<file path="src/rtl/even_issue_scheduler.sv">
// even_issue_scheduler
//   Issue control for the even execution pipe (FP, FX2, Byte, FX1 share one
//   forwarding/writeback chain). Each cycle it decides whether the presented
//   instruction may issue. It stalls on RAW hazards against producers that
//   have not reached their result stage, and on writeback-slot collisions in
//   the shared chain. A branch flush kills young in-flight work. The block
//   also counts stall cycles.
//
// Ports
//   clk, reset            clock, synchronous active-high reset
//   req_valid             instruction presented (held by requester until ready)
//   req_unit              0 FP, 1 FX2, 2 Byte, 3 FX1
//   req_fp_int            FP integer op (longer latency), FP unit only
//   req_reg_write/rt_addr destination write enable / register
//   req_r{a,b,c}_addr     source registers, gated by req_use_r{a,b,c}
//   branch_flush          taken branch: block issue, kill young entries
//   req_ready             combinational issue decision
//   issue_fire/issue_unit registered issue pulse and unit (RF-stage aligned)
//   stall_raw/stall_wb    combinational stall causes
//   inflight_cnt          valid scoreboard entries
//   stall_cycles          saturating count of valid-but-not-ready cycles

// Hazard compare for one scoreboard slot. AGE is the slot's age in cycles
// since issue (slot k holds age k+1).
module even_issue_slot_cmp #(
  parameter int AGE = 1
) (
  input  logic            vld,
  input  logic            wr,
  input  logic [6:0]      rt,
  input  logic [2:0]      lat,
  input  logic [2:0][6:0] src,
  input  logic [2:0]      use_src,
  input  logic [2:0]      req_lat,
  output logic            raw_hit,
  output logic            wb_hit
);
  localparam logic [3:0] AGE_W = 4'(AGE);

  logic live;
  logic src_match;

  assign live = vld && wr;

  always_comb begin
    src_match = 1'b0;
    for (int i = 0; i < 3; i++)
      if (use_src[i] && (src[i] == rt)) src_match = 1'b1;
  end

  // Result becomes forwardable exactly when age reaches lat.
  assign raw_hit = live && src_match && (AGE_W < {1'b0, lat});
  // Both results land in the same chain slot when lat - age == new latency.
  // This is written as an add so that it cannot underflow.
  assign wb_hit  = live && ({1'b0, lat} == ({1'b0, req_lat} + AGE_W));
endmodule

module even_issue_scheduler #(
  parameter int LAT_FP   = 6,
  parameter int LAT_FPI  = 7,
  parameter int LAT_FX2  = 4,
  parameter int LAT_B1   = 4,
  parameter int LAT_FX1  = 2,
  parameter int KILL_AGE = 2
) (
  input  logic        clk,
  input  logic        reset,
  input  logic        req_valid,
  input  logic [1:0]  req_unit,
  input  logic        req_fp_int,
  input  logic        req_reg_write,
  input  logic [6:0]  req_rt_addr,
  input  logic [6:0]  req_ra_addr,
  input  logic [6:0]  req_rb_addr,
  input  logic [6:0]  req_rc_addr,
  input  logic        req_use_ra,
  input  logic        req_use_rb,
  input  logic        req_use_rc,
  input  logic        branch_flush,
  output logic        req_ready,
  output logic        issue_fire,
  output logic [1:0]  issue_unit,
  output logic        stall_raw,
  output logic        stall_wb,
  output logic [2:0]  inflight_cnt,
  output logic [31:0] stall_cycles
);
  localparam int STAGES = 6;  // slots 0..STAGES, seven deep

  typedef struct packed {
    logic       wr;
    logic [6:0] rt;
    logic [2:0] lat;
  } sb_ent_t;

  logic [STAGES:0]   vld_pipe;
  sb_ent_t [STAGES:0] ent;
  logic [STAGES:0]   raw_hit, wb_hit;
  logic [2:0][6:0]   src;
  logic [2:0]        use_src;
  logic [2:0]        req_lat;

  assign src     = {req_rc_addr, req_rb_addr, req_ra_addr};
  assign use_src = {req_use_rc, req_use_rb, req_use_ra};

  always_comb begin
    req_lat = 3'(LAT_FX1);
    case (req_unit)
      2'd0: req_lat = req_fp_int ? 3'(LAT_FPI) : 3'(LAT_FP);
      2'd1: req_lat = 3'(LAT_FX2);
      2'd2: req_lat = 3'(LAT_B1);
      2'd3: req_lat = 3'(LAT_FX1);
      default: req_lat = 3'(LAT_FX1);
    endcase
  end

  for (genvar k = 0; k <= STAGES; k++) begin : g_slot
    even_issue_slot_cmp #(.AGE(k + 1)) u_cmp (
      .vld     (vld_pipe[k]),
      .wr      (ent[k].wr),
      .rt      (ent[k].rt),
      .lat     (ent[k].lat),
      .src     (src),
      .use_src (use_src),
      .req_lat (req_lat),
      .raw_hit (raw_hit[k]),
      .wb_hit  (wb_hit[k])
    );
  end

  // Stall causes are evaluated whether or not req_valid is set.
  assign stall_raw = !reset && (|raw_hit);
  assign stall_wb  = !reset && req_reg_write && (|wb_hit);
  assign req_ready = !reset && req_valid && !stall_raw && !stall_wb && !branch_flush;

  always_comb begin
    inflight_cnt = '0;
    for (int k = 0; k <= STAGES; k++) inflight_cnt = inflight_cnt + 3'(vld_pipe[k]);
  end

  always_ff @(posedge clk) begin
    if (reset) begin
      vld_pipe     <= '0;
      ent          <= '0;
      issue_fire   <= 1'b0;
      issue_unit   <= '0;
      stall_cycles <= '0;
    end else begin
      // Slot 0 takes the issuing instruction. A flush already blocks issue,
      // so slot 0 is empty on a flush edge without any extra logic.
      vld_pipe[0] <= req_ready;
      ent[0]      <= '{wr: req_reg_write, rt: req_rt_addr, lat: req_lat};
      for (int k = 1; k <= STAGES; k++) begin
        vld_pipe[k] <= vld_pipe[k-1] && !(branch_flush && (k < KILL_AGE));
        ent[k]      <= ent[k-1];
      end
      issue_fire <= req_ready;
      if (req_ready) issue_unit <= req_unit;
      if (req_valid && !req_ready && (stall_cycles != '1))
        stall_cycles <= stall_cycles + 32'd1;
    end
  end
endmodule

</file>
<file path="config.mk">
export PLATFORM = sky130hd
export DESIGN_NAME = even_issue_scheduler
export DESIGN_NICKNAME = d
export VERILOG_FILES = /design/src/rtl/even_issue_scheduler.sv
export SDC_FILE = /design/constraint.sdc
export NUM_CORES = 1
export LEC_CHECK = 0
export BUFFER_PORTS_ARGS = -buffer_cell sky130_fd_sc_hd__buf_2
export CORE_MARGIN = 10
export CORE_UTILIZATION = 50
export CTS_BUF_LIST = sky130_fd_sc_hd__clkbuf_8 sky130_fd_sc_hd__clkbuf_16
export CTS_CLUSTER_SIZE = 40
export DETAILED_ROUTE_END_ITERATION = 16
export GPL_TIMING_DRIVEN = 1
export PLACE_DENSITY = 0.72
export SYNTH_ARGS = -nofsm -noshare
export SYNTH_HDL_FRONTEND = slang
export SYNTH_SLANG_ARGS = --single-unit
</file>
<file path="constraint.sdc">
create_clock -name clk -period 10.1 [get_ports clk]
set_input_delay 1.515 -clock clk [delete_from_list [all_inputs] [get_ports clk]]
set_output_delay 1.515 -clock clk [all_outputs]
set_load 0.03 [all_outputs]
</file>
Word level (Yosys, flattened, before mapping). Index checks and enable logic that the tools add are counted.

Div/mod/pow operators: 0. Multiplexer cells: 20. Shifts and indexed selects: 0. Reductions and logical operators: 63. Eq/ne operators: 29. Bitwise gates (word level): 0. Multipliers: 0. Add/subtract/negate cells: 14. Magnitude comparators: 6.

Operators by type and width (number): 7-bit == test (18); 1-bit logical AND (54); 32-bit by 1-bit adder with 32-bit output (second input constant) (1); 32-bit != test (second input constant) (1); 3-bit by 4-bit == test with 1-bit output (7); 1-bit 2-to-1 mux (19); 3-bit by 3-bit adder with 4-bit output (second input constant) (4); 3-bit by 1-bit adder with 3-bit output (4); 3-bit less-than comparator (first input constant) (3); 3-bit case mux with 3 select lines (1); 3-bit by 2-bit adder with 4-bit output (second input constant) (2); 7-bit OR reduction (1); 2-bit by 3-bit less-than comparator with 1-bit output (first input constant) (2); 6-bit OR reduction (1); 1-bit zero test (5); 3-bit by 1-bit adder with 4-bit output (second input constant) (1); 2-bit == test (second input constant) (2); 2-bit by 1-bit adder with 3-bit output (1); 1-bit by 3-bit less-than comparator with 1-bit output (first input constant) (1); 1-bit by 1-bit adder with 2-bit output (1); 2-bit by 1-bit == test with 1-bit output (second input constant) (1); 2-bit zero test (1); 2-bit OR reduction (1).

Bits in latches: 0. Register bits: 112. RAM bits: 0. Logic and storage cells: 156. Output and inout bits: 41. Memories: 0. Memory bits (read-only): 0. Bits of input ports: 39.

Logic depth before layout (Yosys ltp). Gate-level depths: netlist of run 1.

Depth in word-level cells: 16. Depth in mapped cells: 15.

Cells and area by module. From an unflattened synthesis of run 1, not the netlist that was laid out.

Cell total of the unflattened synthesis: 675. Area, all modules: 6170.9 um^2.

Modules (own cells, without submodules): even_issue_scheduler (area an instance 4287.9 um^2, cells an instance 427, instances 1); even_issue_slot_cmp (g_slot[2].u_cmp) (area an instance 315.3 um^2, cells an instance 42, instances 1); even_issue_slot_cmp (g_slot[0].u_cmp) (area an instance 310.3 um^2, cells an instance 40, instances 1); even_issue_slot_cmp (g_slot[5].u_cmp) (area an instance 309.0 um^2, cells an instance 42, instances 1); even_issue_slot_cmp (g_slot[4].u_cmp) (area an instance 300.3 um^2, cells an instance 39, instances 1); even_issue_slot_cmp (g_slot[1].u_cmp) (area an instance 299.0 um^2, cells an instance 39, instances 1); even_issue_slot_cmp (g_slot[3].u_cmp) (area an instance 274.0 um^2, cells an instance 36, instances 1); even_issue_slot_cmp (g_slot[6].u_cmp) (area an instance 75.1 um^2, cells an instance 10, instances 1).

Worst setup path before layout of run 1. No wires, ideal clock.

Path kind: input port to output port. From: in req_unit[0]. To: out req_ready. Data arrival time: 4.600 ns. Stages on the path: 11. Buffers on the path: 0. Setup slack: 3.985 ns. Cell sequence: inv_1 -> ha_1 -> nand2_1 -> inv_1 -> fa_1 -> xor2_1 -> nor3_1 -> a32oi_1 -> nand4_1 -> a211o_1 -> nor4_1.

Cells in the longest elaborated chain, start to end: 11. Elaborated cells on any way between the ends: 32. Classes of those cells: add/sub: 7; eq/ne: 10; mux: 1; reduce/logical: 14.

RTL lines: start, declared (line 69) `input logic [1:0] req_unit,`; 2-bit == test or 2-bit by 1-bit == test with 1-bit output (tied branches) (line 108) `case (req_unit)`; 2-bit OR reduction (no source line); 3-bit case mux with 3 select lines (*) (line 108); named net g_slot[0].u_cmp.req_lat[0] (line 34) `input logic [2:0] req_lat,`; 3-bit by 1-bit adder with 4-bit output, or another cell as far along (line 55) `assign wb_hit = live && ({1'b0, lat} == ({1'b0, req_lat} + AGE_W));`; 3-bit by 4-bit == test with 1-bit output (line 55); 1-bit logical AND (line 55); 7-bit OR reduction (*) (line 133) `assign stall_wb = !reset && req_reg_write && (|wb_hit);`; 1-bit logical AND (*) (line 133); 1-bit zero test (*) (line 134) `assign req_ready = !reset && req_valid && !stall_raw && !stall_wb && !branch_flush;`; 1-bit logical AND (*) (2 in a row) (line 134); end, declared (line 80) `output logic req_ready,`.

Mark *: on every way through the listed nets, which the timed path passes. The rest lies on a longest branch.

Final worst setup path of run 1. Same ends and word-level chain as after synthesis.

==> results of run 1 <==
## power by group through the flow
stage / Combinational (W) / Clock, W / Sequential [W]
after floorplan: 0.0000773 / 0 / 0.000466
after global placement: 0.0000977 / 0 / 0.000465
after detailed placement: 0.000101 / 0 / 0.000466
after CTS: 0.000101 / 0.000367 / 0.000456
after global routing: 0.000110 / 0.000385 / 0.000457
final: 0.000102 / 0.000359 / 0.000455
## state kept, by name (all words and copies together), names as in the netlist
| signal | flops |
|---|---|
| ent | 70 |
| issue_unit | 2 |
| stall_cycles | 32 |
| vld_pipe | 7 |
## synth_stat cells (all sizes together) (12+ instances only)
library cell | instances | area [um2]
xnor2 | 96 | 841
xor2 | 42 | 368
clkbuf | 14 | 52.6
dfxtp | 111 | 2220
nand2 | 13 | 48.8
or4 | 12 | 90.1
mux2 | 16 | 180
nand3 | 16 | 80.1
inv | 16 | 60.1
nor2 | 53 | 199
nor2b | 86 | 538
a21oi | 15 | 75.1
nand4 | 45 | 288
buf | 33 | 196
o31ai | 15 | 126
nor4 | 16 | 100
## cells in the final DEF, fill, tap and decap left out, types with 10 or more instances in the layout
cell type	n
nor3_1	11
inv_1	17
o31ai_1	14
or4_1	12
a21oi_1	15
nand3_1	16
buf_2	78
nor2_1	53
and3_1	10
nor2b_1	86
dfxtp_1	111
mux2_2	16
xnor2_1	96
nand2_1	13
nor4_1	16
xor2_1	42
nand4_1	44
## layout make-up
cell class              instances  share of cell area [%]
multi-input cells             499                    52.9
flip-flops and latches        111                    32.9
repair buffers                 82                    6.22
clock buffers                  10                    3.54
well taps                     147                    2.72
inverters                      16                   0.889
clock inverters                 5                   0.833
## stage by stage
stage               utilization, %  power, W  worst slack (ps)  hold slack (ps)  area, um2
floorplan                        -  0.000543              3990              438       6110
global placement              54.0  0.000563              4100              447       6460
detailed placement            54.0  0.000567              3910              451       6460
CTS                           56.5  0.000924              3900              464       6760
global route                  56.5  0.000953              3620              474       6760
finish                        56.5  0.000916              3870              463       6760
## per-layer routing
metal,global-route usage [%],wire (um),vias to the layer above
li1,-,-,2387
met1,21.3,6280,2331
met5,0,0,-
met4,8.31,356,0
met3,3.34,901,26
met2,29.7,7250,146
## how the worst max path moves through the flow
stage / end / from / depth (start not counted) / slack, ps
after global placement: req_ready / req_unit[0] / 13 / 4100
after floorplan: req_ready / req_unit[0] / 11 / 3990
final: req_ready / req_unit[0] / 13 / 3870
after CTS: req_ready / req_unit[0] / 13 / 3900
after global routing: req_ready / req_unit[0] / 13 / 3620
after detailed placement: req_ready / req_unit[0] / 13 / 3910
## logic make-up after synthesis
kind of cell               share of synthesized area, %
xor gates and xnor gates                           19.8
buffers and inverters                              5.06
AOI/OAI and AO/OA                                  6.72
DFF                                                36.4
and+or+nand+nor                                    26.3
muxes                                              3.11
adders and majority gates                          2.66
==> flow_summary.ini, run 1 <==
[run_status]
outcome = finished, final reports clean

[yosys]
seq_area_frac_synth_pct = 36.4
syn_area_per_cell_um2 = 9.07
ys_warn_count = 0
synth-main-ff-cell = dfxtp_1
synth_cells = 673
synth.distinct_cells = 53
synth_edf_count = 0
syn-num-nets = 722
synth_area_um2 = 6110
synth-seq-cells = 111
async_flop_share_pct = 0

[place]
port_buffers = 79
gp_congestion = 0.847
dpl.hpwl_um = 11300
dp.cells = 855

[critical_path]
worst_r2r_startpoint = stall_cycles[8]
start_kind = input port
critPathBufInv = 4
cp_slowest_stage_delay_ps = 550
slowest_stage = fa_1
rrSetupSlack_ps = 7090
end_kind = primary output
worstPathArrival_ps = 4720
r2r-end = stall_cycles[0]
path_class = in2out
crit_chain = buf_2 -> inv_1 -> ha_1 -> nand2_1 -> inv_1 -> fa_1 -> xor2_1 -> o2111a_1 -> a32oi_1 -> nand4_1 -> a211o_1 -> nor4_1 -> buf_2
worstRegToRegCells = 8
critPathTopFamily = adder cells
worstPathRequired_ps = 8590
cp_max_fo = 5

[layout]
drive_gt1_share_pct = 16.7
n_antenna_cell = 0
multi_input_area_um2 = 3580
register_area_um2 = 2220
fill_cells = 1044
finalNetCount = 768
stdcell_count = 870
area_growth_pct = 10.7

[grt]
antenna_found_initial = 0
groute.usage.overall_pct = 17.6
grt_max_degree = 76
globalRouteOverflowTotal = 0
grt_pass1_vias = 4941
grt_pass1_wl_um = 24200

[clock_tree]
clock-root-buffer = clkbuf_16
clk_latency_ps = 350
ctsLongestPathBuffers = 2
clkTransAtPathRegs_ps = 70
htreeDepth = 3
postCtsSetupBuffers = 0
clkSinkCount = 111
cts_tree = done
cts_made_buffers = 9
cts_resized = 0
hold_buffers = 0

[power_and_ir_drop]
p_clk_share_pct = 39.2
peakVddDrop_mv = 0.0945
power.share.sequential_pct = 49.7
power.internal_w = 0.000687
power.density_nw_per_um2 = 136
p_sw_w = 0.000230
p_comb_share_pct = 11.1
sw_frac_of_total_pct = 25.1
leakagePower_nw = 2.56

[sta]
maxSlewViolCount = 0
max_slew_margin_pct = 36.4
rsz0062_at_grt = no
setup_violations = 0
fin_skew_ps = 18.8
post-route-period-util_pct = 61.7
finalSetupTns_ps = 0
tightest_slew_ps = 950
finalHoldViolations = 0
fmax_ghz = 0.160
fin_crit_ps = 6230

[routing]
drc = 0
drtIter0Drc = 324
first_pass_iters = 5
ant_nets = 0
viasPerCell = 5.62
vias = 4890
avgRoutedWirePerCell_um = 17.0
wl_um = 14800

[floorplan]
die_x_um = 131
die_y_um = 131
io_pins = 80
rows = 40
initial_core_util_pct = 51.1
design.die.area_um2 = 17000
coreArea_um2 = 12000

[worst_hold_path]
hold-path-endpoint = ent[35]
min_path_type = reg2reg
hp-start = ent[24]
hold_path_depth = 1

[run]
maxCapViolations = 0
No activity file was read; power rests on OpenSTA's default activity.
==> run 2, diff against run 1 <==
Clock period 10.1 ns to 6.4 ns, I/O delays scaled along.
==> run 2 against run 1 <==
Effect of this change: register-to-register slack worse by 3900 ps; sequential share of layout area down 0.091 points; clock-buffer cell count unchanged; largest power group unchanged.
==> flow_summary.ini, run 2 (synthesis results as in run 1) <==
[floorplan]
die_x_um = 131
rows = 40
io_pins = 80
coreArea_um2 = 12000
design.die.area_um2 = 17000
initial_core_util_pct = 51.1
die_y_um = 131

[clock_tree]
htreeDepth = 3
cts_resized = 0
cts_made_buffers = 9
cts_tree = done
clock-root-buffer = clkbuf_16
hold_buffers = 0
clk_latency_ps = 350
postCtsSetupBuffers = 0
ctsLongestPathBuffers = 2
clkTransAtPathRegs_ps = 70
clkSinkCount = 111

[sta]
tightest_slew_ps = 1220
fin_skew_ps = 14.6
layout_setup_ws_ps = 1390
maxSlewViolCount = 0
finalHoldViolations = 0
whs_ps = 463
finalSetupTns_ps = 0
setup_violations = 0
rsz0062_at_grt = no
fmax_ghz = 0.200
fin_crit_ps = 5010
post-route-period-util_pct = 78.2
max_slew_margin_pct = 18.8

[run]
maxCapViolations = 0

[critical_path]
end_kind = primary output
critPathTopFamily = adder cells
critPathBufInv = 4
worstRegToRegCells = 8
path_class = in2out
worstPathRequired_ps = 5440
rrSetupSlack_ps = 3150
crit_chain = buf_2 -> inv_1 -> ha_1 -> nand2_1 -> inv_1 -> fa_1 -> xor2_1 -> nor3_1 -> a32oi_1 -> nand4_1 -> a211o_1 -> nor4_1 -> buf_2
r2r-end = stall_cycles[0]
cp_slowest_stage_delay_ps = 640
worst_r2r_startpoint = ent[63]
start_kind = input port
slowest_stage = fa_1
worstPathArrival_ps = 4050
cp_max_fo = 5

[place]
dpl.hpwl_um = 11300
gp_congestion = 0.872
port_buffers = 79
dp_slack_ps = 1420

[layout]
layout_commonest_cell = dfxtp_1
area_growth_pct = 11.0
multi_input_area_um2 = 3580
largest_reg_flops = 70
fin_util_pct = 56.7
n_antenna_cell = 0
reg_top3 = ent (70), stall_cycles (32), vld_pipe (7)
fill_cells = 1053
finalNetCount = 768
register_area_um2 = 2220
mostFrequentLayoutCells = 111 x dfxtp_1, 96 x xnor2_1, 86 x nor2b_1
largest-register = ent
drive_gt1_share_pct = 17.0

[power_and_ir_drop]
p_sw_w = 0.000376
sw_frac_of_total_pct = 25.6
leakagePower_nw = 2.56
p_clk_share_pct = 40.0
peakVddDrop_mv = 0.127
power.share.sequential_pct = 49.0
power.internal_w = 0.00109
power.density_nw_per_um2 = 216
p_comb_share_pct = 11.0

[grt]
groute.usage.overall_pct = 17.6
globalRouteOverflowTotal = 0
antenna_found_initial = 0
grt_pass1_wl_um = 23900
grt_pass1_vias = 4974
grt_max_degree = 78

[routing]
viasPerCell = 5.64
vias = 4911
avgRoutedWirePerCell_um = 17.2
first_pass_iters = 5
drtIter0Drc = 315
wl_um = 15000
drc = 0
ant_nets = 0

[run_status]
outcome = finished, final reports clean

[worst_hold_path]
hold_path_depth = 1
min_path_type = reg2reg
hold-path-endpoint = ent[55]
hp-start = ent[44]
-- run 2: how the worst max path moves through the flow --
stage	start	end	cells past startpoint
after floorplan	req_unit[0]	req_ready	11
after global placement	req_unit[0]	req_ready	13
after detailed placement	req_unit[0]	stall_cycles[0]	14
after CTS	req_unit[0]	req_ready	13
after global routing	req_unit[0]	req_ready	13
final	req_unit[0]	req_ready	13
-- run 2: power by group through the flow --
stage / clock [W] / combinational, W / sequential (W)
5_1_grt: 0.000624 / 0.000174 / 0.000721
2_1_floorplan: 0 / 0.000122 / 0.000735
4_1_cts: 0.000595 / 0.000161 / 0.000719
3_5_place_dp: 0 / 0.000160 / 0.000735
3_3_place_gp: 0 / 0.000155 / 0.000734
6_report: 0.000587 / 0.000161 / 0.000719
-- run 2: cell type report --
cell class              count  area share, %
clock buffers              10           3.53
clock inverters             6           1.11
inverters                  16          0.886
multi-input cells         499           52.8
flip-flops and latches    111           32.8
well taps                 147           2.71
repair buffers             82           6.20
-- run 2: layer usage --
layer,vias to the layer above,track usage [%],share of wire (%)
met2,137,30.3,50
li1,2390,-,-
met5,-,0,0
met4,0,7.85,2.5
met3,29,4.07,6.0
met1,2355,20.3,42
-- run 2: worst reg2reg max path: stages, from the launching register on --
cell and delay, ps:
dfxtp_1 410, xnor2_1 100, nand4_1 110, nor2_1 60, o311ai_1 480, nand4_2 350
o31ai_4 1080, nor2_1 220, mux2_2 320
-- run 2: per-stage QoR --
stage | area (um2) | cells | power (W)
6_report | 6780 | 871 | 0.00147
3_5_place_dp | 6460 | 855 | 0.000895
4_1_cts | 6780 | 871 | 0.00147
2_1_floorplan | 6110 | 673 | 0.000857
5_1_grt | 6780 | 871 | 0.00152
3_3_place_gp | 6460 | 855 | 0.000889
